## src/rtl/efi_coil_router.sv

```systemverilog
`default_nettype none
// ============================================================================
// Module   : efi_coil_router
// Purpose  : N-channel ignition coil output stage with request routing,
//            dwell limiting, minimum off-time and spark event counting.
//            Optional macro: COIL_FAULT_LOCKOUT_EN (latch channel off on fault)
// Revision : 1.0  initial release
// ============================================================================
module efi_coil_router #(
    parameter int N_CH = 4,
    parameter int DW   = 16,
    parameter int CW   = 16
) (
    input  logic            clk,
    input  logic            reset,
    input  logic            en,
    input  logic [1:0]      mode,
    input  logic [N_CH-1:0] ch_en,
    input  logic [N_CH-1:0] req_in,
    input  logic [DW-1:0]   max_dwell,
    input  logic [DW-1:0]   min_off,
    input  logic            fault_clr,
    output logic [N_CH-1:0] coil_out,
    output logic [N_CH-1:0] fault,
    output logic            spark_pulse,
    output logic [CW-1:0]   spark_cnt
);

    localparam int c_HALF = N_CH / 2;

`ifdef COIL_FAULT_LOCKOUT_EN
    typedef enum logic [1:0] {S_IDLE = 2'd0, S_DWELL = 2'd1, S_OFF = 2'd2, S_LOCK = 2'd3} state_t;
`else
    typedef enum logic [1:0] {S_IDLE = 2'd0, S_DWELL = 2'd1, S_OFF = 2'd2} state_t;
`endif

    if ((N_CH < 2) || ((N_CH % 2) != 0)) begin : g_bad_n_ch
        $error("efi_coil_router: N_CH must be even and >= 2");
    end

    logic [N_CH-1:0] w_route;
    logic [N_CH-1:0] w_r;
    logic [N_CH-1:0] w_norm_rel;
    logic [N_CH-1:0] w_forced;
    logic [CW-1:0]   w_rel_count;
    logic [DW-1:0]   w_off_lim;

    always_comb begin
        w_route = '0;
        case (mode)
            2'd0: w_route = req_in;
            2'd1: begin
                for (int i = 0; i < c_HALF; i++) begin
                    w_route[i]          = req_in[i] | req_in[i + c_HALF];
                    w_route[i + c_HALF] = req_in[i] | req_in[i + c_HALF];
                end
            end
            2'd2: w_route[0] = |req_in;
            default: w_route = '0;
        endcase
        w_r = w_route & ch_en & {N_CH{en}};
    end

    assign w_off_lim = (min_off == '0) ? DW'(1) : min_off;

    for (genvar i = 0; i < N_CH; i++) begin : g_ch
        state_t        r_state;
        logic [DW-1:0] r_cnt;
        logic          r_coil;
        logic          r_fault;
        logic          r_prev;
        logic          r_armed;
        logic          w_rise;
        logic          w_dwell_hit;
        logic          w_off_done;
`ifdef COIL_FAULT_LOCKOUT_EN
        logic          r_lock_pend;
`endif

        // r_armed is cleared by reset so a request held through reset must drop before it can dwell again
        assign w_rise      = w_r[i] & ~r_prev & r_armed;
        assign w_dwell_hit = (max_dwell != '0) &&
                             (({1'b0, r_cnt} + (DW+1)'(1)) >= {1'b0, max_dwell});
        assign w_off_done  = ({1'b0, r_cnt} + (DW+1)'(1)) >= {1'b0, w_off_lim};
        assign w_norm_rel[i] = (r_state == S_DWELL) & ~w_r[i];
        assign w_forced[i]   = (r_state == S_DWELL) & w_r[i] & w_dwell_hit;
        assign coil_out[i]   = r_coil;
        assign fault[i]      = r_fault;

        always_ff @(posedge clk or posedge reset) begin
            if (reset) begin
                r_state     <= S_IDLE;
                r_cnt       <= '0;
                r_coil      <= 1'b0;
                r_fault     <= 1'b0;
                r_prev      <= 1'b0;
                r_armed     <= 1'b0;
`ifdef COIL_FAULT_LOCKOUT_EN
                r_lock_pend <= 1'b0;
`endif
            end else begin
                r_prev  <= w_r[i];
                r_armed <= r_armed | ~w_r[i];
                if (w_forced[i]) begin
                    r_fault <= 1'b1;
                end else if (fault_clr) begin
                    r_fault <= 1'b0;
                end
                case (r_state)
                    S_IDLE: begin
                        r_coil <= 1'b0;
                        if (w_rise) begin
                            r_state <= S_DWELL;
                            r_cnt   <= '0;
                            r_coil  <= 1'b1;
                        end
                    end
                    S_DWELL: begin
                        if (w_norm_rel[i] || w_forced[i]) begin
                            r_state     <= S_OFF;
                            r_cnt       <= '0;
                            r_coil      <= 1'b0;
`ifdef COIL_FAULT_LOCKOUT_EN
                            r_lock_pend <= w_forced[i];
`endif
                        end else if (r_cnt != '1) begin
                            r_cnt <= r_cnt + DW'(1);
                        end
                    end
                    S_OFF: begin
                        r_coil <= 1'b0;
                        if (w_off_done) begin
                            r_cnt   <= '0;
`ifdef COIL_FAULT_LOCKOUT_EN
                            r_state <= r_lock_pend ? S_LOCK : S_IDLE;
`else
                            r_state <= S_IDLE;
`endif
                        end else begin
                            r_cnt <= r_cnt + DW'(1);
                        end
                    end
`ifdef COIL_FAULT_LOCKOUT_EN
                    S_LOCK: begin
                        r_coil <= 1'b0;
                        if (fault_clr) begin
                            r_state     <= S_IDLE;
                            r_lock_pend <= 1'b0;
                        end
                    end
`endif
                    default: begin
                        r_state <= S_IDLE;
                        r_coil  <= 1'b0;
                    end
                endcase
            end
        end
    end

    always_comb begin
        w_rel_count = '0;
        for (int i = 0; i < N_CH; i++) begin
            w_rel_count = w_rel_count + CW'(w_norm_rel[i]);
        end
    end

    always_ff @(posedge clk or posedge reset) begin
        if (reset) begin
            spark_pulse <= 1'b0;
            spark_cnt   <= '0;
        end else begin
            spark_pulse <= |w_norm_rel;
            spark_cnt   <= spark_cnt + w_rel_count;
        end
    end

endmodule
`default_nettype wire

```

## config.mk

```make
export PLATFORM = sky130hd
export DESIGN_NAME = efi_coil_router
export DESIGN_NICKNAME = d
export VERILOG_FILES = /design/src/rtl/efi_coil_router.sv
export SDC_FILE = /design/constraint.sdc
export NUM_CORES = 1
export LEC_CHECK = 0
export BUFFER_PORTS_ARGS = -buffer_cell sky130_fd_sc_hd__buf_2
export CAP_MARGIN = 15
export CORE_AREA = 5 5 167 169
export DETAILED_ROUTE_END_ITERATION = 10
export DIE_AREA = 0 0 172 174
export HOLD_SLACK_MARGIN = 0.12
export PLACE_DENSITY = 0.56
export RECOVER_POWER = 100
export SLEW_MARGIN = 40
export SYNTH_ARGS = -nofsm -noshare
export SYNTH_HDL_FRONTEND = slang
export SYNTH_SLANG_ARGS = --single-unit
```

## constraint.sdc

```tcl
create_clock -name clk -period 3.7 [get_ports clk]
set_input_delay 0.555 -clock clk [delete_from_list [all_inputs] [get_ports clk]]
set_output_delay 0.555 -clock clk [all_outputs]
set_load 0.03 [all_outputs]
```

# Yosys cells after proc, flatten, opt, wreduce, memory -nomap -nowiden
# Index checks and enable logic that the tools add are counted.
# W data, S select, Z words.
# classes
bitwise	36
muxes	56
n_eq_ne	30
addsub	12
magnitude_cmp	8
n_reduce_logical	33
# ops
cell	count
$mux W16	17
$pmux W16 S3	4
$ge A17 B16 Y1	8
$add A16 B1 Y17 const B	4
$add A16 B1 Y16 const B	4
$ne A16 B16 Y1 const B	4
$mux W2	12
$pmux W2 S3	4
$reduce_and A3 Y1	8
$and A1 B1 Y1	20
$add A16 B4 Y16	1
$logic_not A16 Y1	1
$ne A2 B2 Y1 const B	8
$reduce_bool A16 Y1	1
$mux W1	13
$ne A3 B1 Y1 const B	4
$reduce_bool A3 Y1	4
$eq A2 B1 Y1 const B	5
$eq A2 B2 Y1 const B	5
$logic_not A2 Y1	5
$and A4 B4 Y4	2
$ne A2 B1 Y1 const B	4
$not A1 Y1	8
$pmux W1 S2	4
other kinds (10)	25
# totals
output_inout_bits	25
register_bits	105
word_cells	201
input_bits	46

# Longest topological paths before layout
# Gate-level depths: netlist of the first run.
# depth
ltp_word	10
depth_mapped	16
ltp_nobuf	16

# Worst setup path before layout of the first run
# Ideal clock, no wire load.
# synth_path
path_kind	reg2reg
start	register g_ch[2].r_cnt[0]
end	register g_ch[2].r_cnt[6]
slack_ns	0.326
n_path_buf	1
period_less_slack_ns	3.374
stages_incl_launch_ff	15
setup_time_ns	0.083
arrival_ns	3.291
t_required_ns	3.617
cell_sequence	dfrtp_1 ha_1 nand3_1 or2_2 clkbuf_1 nor3_1 xor2_1 ha_1 a21o_1 a21oi_1 o211a_2 o221ai_4 o22a_2 or4_1 o21ai_0
# synth_via
elab_chain_cells	7
elab_cells_between_ends	14
cone_classes	add/sub: 2; order compare: 2; eq/ne: 2; mux: 4; bitwise: 1; reduce/logical: 3
# synth_lines
element	line	text
start, declared	68	logic [DW-1:0] r_cnt;
start signal, assigned	127	r_cnt <= r_cnt + DW'(1);
start signal, assigned	140	r_cnt <= r_cnt + DW'(1);
$add A16 B1 Y17	83, 84	
$ge A17 B16 Y1	83	(({1'b0, r_cnt} + (DW+1)'(1)) >= {1'b0, max_dwell});
$logic_and A1 B1 Y1	82	assign w_dwell_hit = (max_dwell != '0) &&
$and A1 B1 Y1	86	assign w_forced[i] = (r_state == S_DWELL) & w_r[i] & w_dwell_hit;
$logic_or A1 B1 Y1	119	if (w_norm_rel[i] || w_forced[i]) begin
$ne A3 B1 Y1 (no line) or $mux W16 (tied branches)	-	
$reduce_and A3 Y1 (no line) or $pmux W16 S3 (tied branches)	-	
# Parallel ways exist; a longest one is shown, timed or not. The select of a mux whose other input is x is not followed.
# A chain may end at the register's enable or synchronous reset.

# Worst setup path in the final report of the first run
# layout_path
start	register g_ch[1].r_cnt[1]
end	register g_ch[1].r_state[1]
# layout_via
elab_chain_cells	7
elab_cells_between_ends	9
cone_classes	add/sub: 1; order compare: 2; eq/ne: 2; bitwise: 1; reduce/logical: 3
# layout_lines
element	line	text
start, declared	68	
start signal, assigned	127	
start signal, assigned	140	
$add A16 B1 Y17 *	83, 84	
$ge A17 B16 Y1	83	
$logic_and A1 B1 Y1	82	
$and A1 B1 Y1	86	
$logic_or A1 B1 Y1	119	
$ne A2 B1 Y1 (no line)	-	
$reduce_and A3 Y1 (no line) *	-	
end signal, assigned	92	r_state <= S_IDLE;
end signal, assigned	113	r_state <= S_DWELL;
end signal, assigned	120	r_state <= S_OFF;
end, declared	67	state_t r_state;
# Every way passes the cells marked *; elsewhere a longest branch is shown, timed or not.

==> results of run 1 <==
-- synthesized netlist by cell type (5+ instances only) --
cell,number
nand3_1,68
o21ai_2,10
and3_1,6
o21ai_1,14
a211oi_1,7
o31ai_1,7
xor2_1,29
nor4_1,9
buf_4,11
nor2b_1,7
and2_1,5
dfrtp_1,105
or3_1,9
o22ai_1,7
nand2_1,104
inv_1,76
nand2b_1,23
and4_1,6
ha_1,149
a32o_1,15
clkbuf_1,6
nor2_1,37
nand4_1,30
a21o_1,20
a221oi_1,6
a21oi_1,40
o21ai_0,37
o21a_1,8
nor3_1,16
buf_2,11
a31oi_1,13
xnor2_1,37
-- metal layers --
metal	up-vias	track usage	part of all wire
li1	3850	-	-
met1	3708	0.249	0.49
met2	175	0.273	0.45
met3	21	0.0291	0.050
met4	2	0.0298	0.010
met5	-	0	0.00027
-- worst max path at each step --
| stage | cells after the start | end | slack, ns |
|---|---|---|---|
| finish | 13 | g_ch[1].r_state[1] | 0.19 |
| global route | 14 | g_ch[1].r_cnt[6] | -0.01 |
| CTS | 13 | g_ch[2].r_state[1] | 0.07 |
| detailed placement | 14 | g_ch[1].r_state[1] | 0.11 |
| global placement | 17 | spark_cnt[14] | 0.18 |
| floorplan | 14 | g_ch[2].r_cnt[6] | 0.33 |
-- registers in the layout (all words and copies together), names as in the netlist --
signal	flops
g_ch.r_armed	4
spark_pulse	1
g_ch.r_fault	4
spark_cnt	16
g_ch.r_coil	4
g_ch.r_state	8
g_ch.r_prev	4
g_ch.r_cnt	64
-- per-stage QoR --
step	instances	hold slack (ns)	setup slack (ns)
floorplan	1006	0.426	0.326
finish	1448	0.419	0.191
global placement	1430	0.443	0.181
detailed placement	1430	0.447	0.110
global route	1448	0.419	-0.0121
CTS	1446	0.291	0.0698
-- worst max-delay path, stage by stage (launching register included) --
cell and delay [ns]:
dfrtp_1 0.39, ha_1 0.23, nand3_1 0.21, or3_1 0.47, xnor2_2 0.17, ha_1 0.29
nand4_1 0.12, nor2_1 0.06, a311oi_1 0.28, a2111oi_1 0.14, or3b_1 0.39, buf_4 0.18
o211ai_1 0.10, mux2_2 0.35
-- cell families (layout without fill, tap and decap cells) --
kind of cell             Yosys count  in the layout
AO/OA/AOI/OAI                    224            224
adder cells (fa/ha/maj)          152            152
AND/OR/NAND/NOR                  344            344
buffers and inverters            110            211
multiplexers                       5              5
flip-flops                       105            105
XOR/XNOR                          66             66
-- report_power, final --
part / switching [mW] / internal, mW / total [mW]
registers: 0.107 / 1.24 / 1.35
clock network: 0.546 / 0.497 / 1.04
logic: 0.972 / 0.509 / 1.48
total: 1.62 / 2.25 / 3.88
-- final cells by class --
class                           count  area (um^2)
Timing Repair Buffer              119          672
Clock inverter                      7          104
Fill cell                        2739        16000
Clock buffer                        9          225
Inverter                           76          285
Tap cell                          341          427
Sequential cell                   105         2630
Multi-Input combinational cell    791         6060
-- timing repair --
item,in CTS,in global routing
buffers inserted,0,2
endpoints found under the setup margin,0,47
gates resized for setup,0,17
hold endpoints to repair,0,0
==> flow_metrics.tcl, run 1 <==
set metrics [dict create \
    synth_compound_area_frac 0.178 \
    worstSetupStartpoint "g_ch[1].r_cnt[1]" \
    cts_tree "done" \
    synth.cell_area_um2 9070 \
    fin_util 0.393 \
    track_usage 0.172 \
    p_leak_nw 5.05 \
    violations "max-capacitance violations, max-slew violations" \
    arrival_ns 3.76 \
    layout_min_cycle_time_ns 3.51 \
    drt_iter0_markers 395 \
    syn_nets 1204 \
    mostFrequentLayoutCell "ha_1" \
    final_cell_mix "ha_1, dfrtp_1, nand2_1, inv_1, nand3_1" \
    drt_wl_total_um 25800 \
    placed_area_um2 10000 \
    fin_setup_tns_ns 0 \
    r2r_start "g_ch[1].r_cnt[1]" \
    max-slew-margin-rel -0.759 \
    ys_top_cells_by_area "dfrtp_1, ha_1, nand2_1, nand3_1, xnor2_1" \
    clk_pin_slew_ns 0.10 \
    clk_latency_ns 0.38 \
    cts_root_buffer "clkbuf_16" \
    fp.dieArea_um2 29900 \
    cts.sink_count 105 \
    drv_slew 65 \
    syn_inst 1006 \
    grt_max_degree 65 \
    fmax_mhz 285 \
    fin_skew_ns 0.0191 \
    place.gp.congestion 0.829 \
    drive_above_1_share 0.139 \
    crit_required_ns 3.95 \
    status "complete, but fails checks" \
    htreeDepth 3 \
    ys_seq_elements 105 \
    holdCritPathClass "input port to flop" \
    yosysWarnings 0 \
    port_buffers 70 \
    post_drt_wl_per_cell_um 17.8 \
    synth_xor_area_frac 0.0638 \
    num-nets-final 1300 \
    min_to "g_ch[0].r_fault" \
    synth_fa_ha_area_frac 0.212 \
    synth.distinct_cells 80 \
    drt_pass1_iterations 5 \
    cts_buffer_depth 2 \
    finish.instance_area_um2 10400 \
    cap_violations 1 \
    muxShareOfSynthArea 0.00607 \
    die_w_um 172 \
    viasPerCell 5.36 \
    ant_nets 0 \
    synth_edf_count 0 \
    synth.top_cell.area_share 0.290 \
    crit_path_start_kind "flop" \
    critPathKind "flop to flop" \
    crit_path_end_kind "flop" \
    synth_top_family_by_area "adder cells" \
    power.total_mw 3.88 \
    fp.dieH_um 174 \
    drc_errors 0 \
    ys_seq_area_frac 0.290 \
    grt_pass1_wl_um 40800 \
    dp_hpwl_um 20200 \
    timing.final.crit_share 0.948 \
    synth-simple-area-share 0.196 \
    cts_hold_repair.buffers 0 \
    syn_avg_cell_area_um2 9.01 \
    tightest_slew_ns 2.64 \
    report.final.setup_viol 0 \
    cp_max_fo 9 \
    ir_worst_vdd_mv 0.372 \
    synth_top_cell_by_area "dfrtp_1" \
    synthArstFlopShare 1.00 \
    hold_depth 2 \
    core_um2 26400 \
    grt_antenna_before_repair 2 \
    finalHoldViolCount 0 \
    cts_buffers 9 \
    core.rowCount 60 \
    r2r-end "g_ch[1].r_state[1]" \
    pwr_density_cell_nw_per_um2 373 \
    ys_dominant_reg_cell "dfrtp_1" \
    r2r_slack_ns 0.19 \
    areaGrowthSynthToFinish_pct 14.7 \
    reg2regPathDepth 13 \
    io-pin-count 71 \
    antennaDiodeCount 0 \
    min_from "fault_clr" \
    grt_pass1_vias 7516 \
    via_count 7756 \
    grt-ovfl-total 0 \
    initial_utilization 0.343 \
]
(Power assumes the default switching activity.)
==> inputs of run 2 (changes only) <==
--- a/config.mk
+++ b/config.mk
@@ -5,11 +5,12 @@
 export SDC_FILE = /design/constraint.sdc
 export NUM_CORES = 1
 export LEC_CHECK = 0
+export ABC_AREA = 1
 export BUFFER_PORTS_ARGS = -buffer_cell sky130_fd_sc_hd__buf_2
 export CAP_MARGIN = 15
-export CORE_AREA = 5 5 167 169
+export CORE_AREA = 5 5 177 179
 export DETAILED_ROUTE_END_ITERATION = 10
-export DIE_AREA = 0 0 172 174
+export DIE_AREA = 0 0 182 184
 export HOLD_SLACK_MARGIN = 0.12
 export PLACE_DENSITY = 0.56
 export RECOVER_POWER = 100
==> run 2 against run 1 <==
Effect of this change:
- the run still ends with max-capacitance violations, max-slew violations left
- first-iteration DRC count up 50%
- combinational power up 21%
- clock-buffer cell count unchanged
- via count up 16%
- sequential share of layout area down 1.6 points
- critical path depth up 7
- worst setup slack better by 0.18 ns
- critical endpoint is now g_ch[2].r_state[1]
==> flow_metrics.tcl, run 2 <==
set metrics [dict create \
    syn_inst 1430 \
    yosys-top-cells-count "nand2_1, inv_1, ha_1, nor2_1, dfrtp_1" \
    fin_setup_tns_ns 0 \
    grt_antenna_before_repair 0 \
    crit_path_start_kind "flop" \
    grt_pass1_vias 8412 \
    synth.cell_area_um2 10200 \
    slowest_delay_ns 0.48 \
    ys_top_cells_by_area "dfrtp_1, ha_1, nand2_1, inv_1, nor2_1" \
    fin_util 0.378 \
    clk_pin_slew_ns 0.09 \
    grt_pass1_wl_um 44800 \
    ant_nets 0 \
    tightest_slew_ns 2.26 \
    whs_ns 0.439 \
    num-nets-final 1690 \
    ys_seq_elements 105 \
    ys_dominant_reg_cell "dfrtp_1" \
    grt_max_degree 58 \
    ir_worst_vdd_mv 0.499 \
    synthArstFlopShare 1.00 \
    synth.top_cell.area_share 0.257 \
    cap_violations 1 \
    cp_slowest_cell "dfrtp_1" \
    core.rowCount 63 \
    drt_pass1_iterations 5 \
    cp_max_fo 19 \
    die_w_um 182 \
    port_buffers 70 \
    drc_errors 0 \
    track_usage 0.167 \
    finish.instance_area_um2 11100 \
    fmax_mhz 300 \
    synth.distinct_cells 47 \
    drt_iter0_markers 593 \
    finalHoldViolCount 0 \
    fp.dieH_um 184 \
    place.gp.congestion 0.846 \
    antennaDiodeCount 0 \
    crit_path_frequent_cell "nand2_1" \
    largest_register_ffs 64 \
    via_count 9032 \
    post_drt_wl_per_cell_um 14.8 \
    violations "max-capacitance violations, max-slew violations" \
    worstSetupStartpoint "g_ch[2].r_cnt[0]" \
    min_from "fault_clr" \
    grt-ovfl-total 0 \
    io-pin-count 71 \
    yosysMostFrequentCell "nand2_1" \
    cp_top_family "simple AND/OR/NAND/NOR gates" \
    drt_wl_total_um 28000 \
    cp_num_buf_inv 1 \
    synth_edf_count 0 \
    critPathKind "flop to flop" \
    top_regs "g_ch.r_cnt x64, spark_cnt x16, g_ch.r_state x8" \
    holdCritPathClass "input port to flop" \
    cts.sink_count 105 \
    placed_cells 1871 \
    placed_area_um2 11000 \
    viasPerCell 4.79 \
    syn_avg_cell_area_um2 7.14 \
    arrival_ns 3.65 \
    final_cell_mix "nand2_1, inv_1, ha_1, nor2_1, dfrtp_1" \
    clk_latency_ns 0.38 \
    synth_top_cell_by_area "dfrtp_1" \
    fin_skew_ns 0.0174 \
    path_cells "ha_1 -> nand2_1 -> nor2_4 -> nand4_1 -> or2_0 -> o21ai_0 -> inv_1 -> ha_1 -> nand2_1 -> nor2_1 -> nand4_1 -> nand2_1 -> nand2_1 -> nand3_1 -> nand2_1 -> nand2_1 -> nand2_4 -> nor2_1 -> nand2_1 -> nand2_1" \
    crit_required_ns 4.02 \
    final.setup.worst_slack_ns 0.367 \
    fp.dieArea_um2 33500 \
    p_leak_nw 6.22 \
    timing.final.crit_share 0.901 \
    pwr_density_cell_nw_per_um2 382 \
    max-slew-margin-rel -0.508 \
    areaGrowthSynthToFinish_pct 8.93 \
    core_um2 29400 \
    status "complete, but fails checks" \
    r2r_start "g_ch[2].r_cnt[0]" \
    place_ws_ns 0.0249 \
    layout_min_cycle_time_ns 3.33 \
    cts_buffers 9 \
    cts_tree "done" \
    initial_utilization 0.347 \
    report.final.setup_viol 0 \
    mostFrequentLayoutCell "nand2_1" \
    regMostFlops "g_ch.r_cnt" \
    crit_path_end_kind "flop" \
    cts_buffer_depth 2 \
    ys_seq_area_frac 0.257 \
    dp_hpwl_um 21500 \
    power.total_mw 4.25 \
    htreeDepth 3 \
    drive_above_1_share 0.0855 \
    drv_slew 57 \
    rsz0062_at_grt "false" \
    stdcell_count 1887 \
    cts_root_buffer "clkbuf_16" \
    syn_nets 1628 \
    yosysWarnings 0 \
]
## run 2: cell count changes after synthesis, sizes merged, moves of 10 or more
cell | before | now
a21o | 20 | 10
a21oi | 41 | 51
xnor2 | 37 | 15
nand2b | 23 | 0
a32o | 15 | 0
inv | 76 | 209
a31oi | 14 | 0
nor2 | 38 | 146
nand2 | 107 | 449
nor3 | 16 | 27
xor2 | 29 | 39
## run 2: report_power, final
| group | total, mW | leakage [nW] | switching [mW] | internal, mW |
|---|---|---|---|---|
| combinational | 1.79 | 4.66 | 1.25 | 0.540 |
| sequential | 1.41 | 1.40 | 0.137 | 1.27 |
| clock | 1.06 | 0.154 | 0.568 | 0.494 |
## run 2: final timing paths
check / cells after the start / endpoint / slack, ns
max in group asynchronous: 2 / g_ch[3].r_cnt[1] / 1.44
worst min-delay path: 2 / g_ch[0].r_fault / 0.44
worst min register to register: 2 / g_ch[1].r_armed / 0.46
worst max-delay path: 20 / g_ch[2].r_state[1] / 0.37
min in group asynchronous: 2 / spark_cnt[4] / 0.93
worst max register to register: 20 / g_ch[2].r_state[1] / 0.37
## run 2: cells by family after synthesis
family / count (synthesis) / synth area share
flops: 105 / 0.257
compound gates: 130 / 0.0757
xor+xnor: 54 / 0.0463
buf+inv: 239 / 0.0982
fa+ha+maj: 152 / 0.188
simple gates: 750 / 0.334
## run 2: area by class of cell
class,count,area (um^2)
fill,3119,18300
multi-input combinational,1086,6460
inverter,210,790
tap,390,488
clock inverter,7,93.8
clock buffer,9,225
sequential,105,2630
timing repair buffer,80,435
## run 2: repair_timing
| item | CTS | global route |
|---|---|---|
| setup buffers | 0 | 0 |
| hold buffers | 0 | 0 |
| resized for setup | 0 | 4 |
| setup endpoints to repair | 0 | 18 |
## run 2: routing by layer
layer,track usage,routed length [um],vias to the layer above
met5,0,0,-
met4,0.0465,521,0
met3,0.0226,1190,27
met2,0.272,12700,169
met1,0.234,13600,4138
li1,-,-,4698
==> inputs of run 3 (changes only) <==
--- a/config.mk
+++ b/config.mk
@@ -8,11 +8,13 @@
 export ABC_AREA = 1
 export BUFFER_PORTS_ARGS = -buffer_cell sky130_fd_sc_hd__buf_2
 export CAP_MARGIN = 15
+export CELL_PAD_IN_SITES_DETAIL_PLACEMENT = 0
+export CELL_PAD_IN_SITES_GLOBAL_PLACEMENT = 1
 export CORE_AREA = 5 5 177 179
 export DETAILED_ROUTE_END_ITERATION = 10
 export DIE_AREA = 0 0 182 184
 export HOLD_SLACK_MARGIN = 0.12
-export PLACE_DENSITY = 0.56
+export PLACE_DENSITY = 0.7
 export RECOVER_POWER = 100
 export SLEW_MARGIN = 40
 export SYNTH_ARGS = -nofsm -noshare
==> constraint.sdc (replaced) <==
create_clock -name clk -period 3.7 [get_ports clk]
set_input_delay 0.37 -clock clk [delete_from_list [all_inputs] [get_ports clk]]
set_output_delay 0.37 -clock clk [all_outputs]
set_load 0.02 [all_outputs]
==> run 3 against run 2 <==
Effect of this change:
- cell count about the same
- sequential cell count unchanged
- sequential power about the same
- the flow still finishes with violations (max-capacitance violations, max-slew violations)
- die area unchanged
- clock skew decreased by 0.00062 ns
- total power decreased by 1.0%
- critical path type unchanged
- worst setup slack got worse by 0.050 ns
==> flow_metrics.tcl, run 3 (synthesis gave the netlist of run 2 again) <==
set metrics [dict create \
    io-pin-count 71 \
    grt-ovfl-total 0 \
    ant_nets 0 \
    clk_pin_slew_ns 0.09 \
    cts_root_buffer "clkbuf_16" \
    netSwitchingPower_mw 1.93 \
    place_ws_ns 0.175 \
    finish.instance_area_um2 11200 \
    drt_iter0_markers 449 \
    finalHoldViolCount 0 \
    num-nets-final 1690 \
    power_frac_clock 0.249 \
    cts.sink_count 105 \
    cts_buffer_depth 2 \
    grt_pass1_wl_um 46700 \
    drc_errors 0 \
    report.final.setup_viol 0 \
    viasPerCell 4.76 \
    crit_path_end_kind "flop" \
    core_um2 29400 \
    top_regs "g_ch.r_cnt x64, spark_cnt x16, g_ch.r_state x8" \
    cp_max_fo 16 \
    final_cell_mix "nand2_1, inv_1, ha_1, nor2_1, dfrtp_1" \
    htreeDepth 3 \
    cts_tree "done" \
    fin_util 0.380 \
    post-cts-setup-buffers 0 \
    cts_buffers 9 \
    arrival_ns 3.69 \
    whs_ns 0.271 \
    timing.final.crit_share 0.915 \
    pwr-share-seq 0.332 \
    comb_power_share 0.419 \
    core.rowCount 63 \
    port_buffers 70 \
    placed_area_um2 10900 \
    crit_required_ns 4.01 \
    drive_above_1_share 0.101 \
    grt_max_degree 54 \
    cap_violations 1 \
    mostFrequentLayoutCell "nand2_1" \
    post_drt_wl_per_cell_um 15.4 \
    dp_hpwl_um 22300 \
    pwr_density_cell_nw_per_um2 376 \
    clk_latency_ns 0.37 \
    holdCritPathClass "input port to flop" \
    grt_pass1_vias 8646 \
    p_int_mw 2.28 \
    tightest_slew_ns 2.18 \
    crit_path_start_kind "flop" \
    power_switching_share 0.458 \
    fp.dieH_um 184 \
    stdcell_count 1888 \
    initial_utilization 0.347 \
    drt_wl_total_um 29100 \
    fmax_mhz 296 \
    p_leak_nw 6.23 \
    areaGrowthSynthToFinish_pct 9.56 \
    largest_register_ffs 64 \
    status "complete, but fails checks" \
    regMostFlops "g_ch.r_cnt" \
    placed_cells 1870 \
    place.gp.congestion 0.833 \
    ir_worst_vdd_mv 0.379 \
    fp.dieArea_um2 33500 \
    max-slew-margin-rel -0.453 \
    track_usage 0.175 \
    layout_min_cycle_time_ns 3.38 \
    power.total_mw 4.21 \
    fin_skew_ns 0.0168 \
    reg2regPathDepth 15 \
    rsz0062_at_grt "false" \
    via_count 8983 \
    die_w_um 182 \
    hold_depth 2 \
    final.setup.worst_slack_ns 0.316 \
    fin_setup_tns_ns 0 \
    drt_pass1_iterations 5 \
    grt_antenna_before_repair 2 \
    violations "max-capacitance violations, max-slew violations" \
    drv_slew 53 \
    critPathKind "flop to flop" \
]
-- run 3: per-layer routing --
layer | share of wire | up-vias | track usage
li1 | - | 4701 | -
met1 | 0.49 | 4090 | 0.241
met2 | 0.45 | 159 | 0.291
met3 | 0.037 | 31 | 0.0249
met4 | 0.018 | 2 | 0.0402
met5 | 0.00038 | - | 0
-- run 3: area by class of cell --
cell class                      instances  area (um^2)
Antenna cell                            1         2.50
Clock buffer                            9          225
Clock inverter                          7         93.8
Fill cell                            3181        18200
Inverter                              210          790
Multi-Input combinational cell       1086         6530
Sequential cell                       105         2630
Tap cell                              390          488
Timing Repair Buffer                   80          429
-- run 3: power by group through the flow --
stage / clock network (mW) / logic, mW / registers (mW)
after floorplan: 0 / 1.32 / 1.45
after global placement: 0 / 1.81 / 1.42
after detailed placement: 0 / 1.81 / 1.42
after CTS: 1.09 / 1.83 / 1.40
after global routing: 1.13 / 2.00 / 1.42
final: 1.05 / 1.76 / 1.40
-- run 3: critical path, cell delays in order (launching register included) --
cell	delay, ns
dfrtp_1	0.46
ha_1	0.23
nand3_1	0.25
nor2_8	0.24
xor2_1	0.41
ha_1	0.33
a21o_1	0.18
nor2_1	0.11
nand3_1	0.10
nand2_1	0.08
nand3_1	0.11
nand2_1	0.16
nand2_1	0.17
nand2_2	0.32
nand2_1	0.09
nand2_1	0.07
-- run 3: repair_timing --
item                                    CTS  global route
endpoints found under the setup margin    0            41
hold buffers                              0             1
endpoints found under the hold margin     0            14
resized for setup                         0            10
-- run 3: path summary, 6_finish.rpt --
check	startpoint	slack (ns)	to
max reg2reg	g_ch[1].r_cnt[0]	0.32	g_ch[1].r_cnt[14]
min in group asynchronous	reset	1.25	spark_cnt[12]
min reg2reg	g_ch[3].r_armed	0.45	g_ch[3].r_armed
max	g_ch[1].r_cnt[0]	0.32	g_ch[1].r_cnt[14]
min	fault_clr	0.27	g_ch[1].r_fault
max in group asynchronous	reset	0.99	g_ch[3].r_cnt[0]
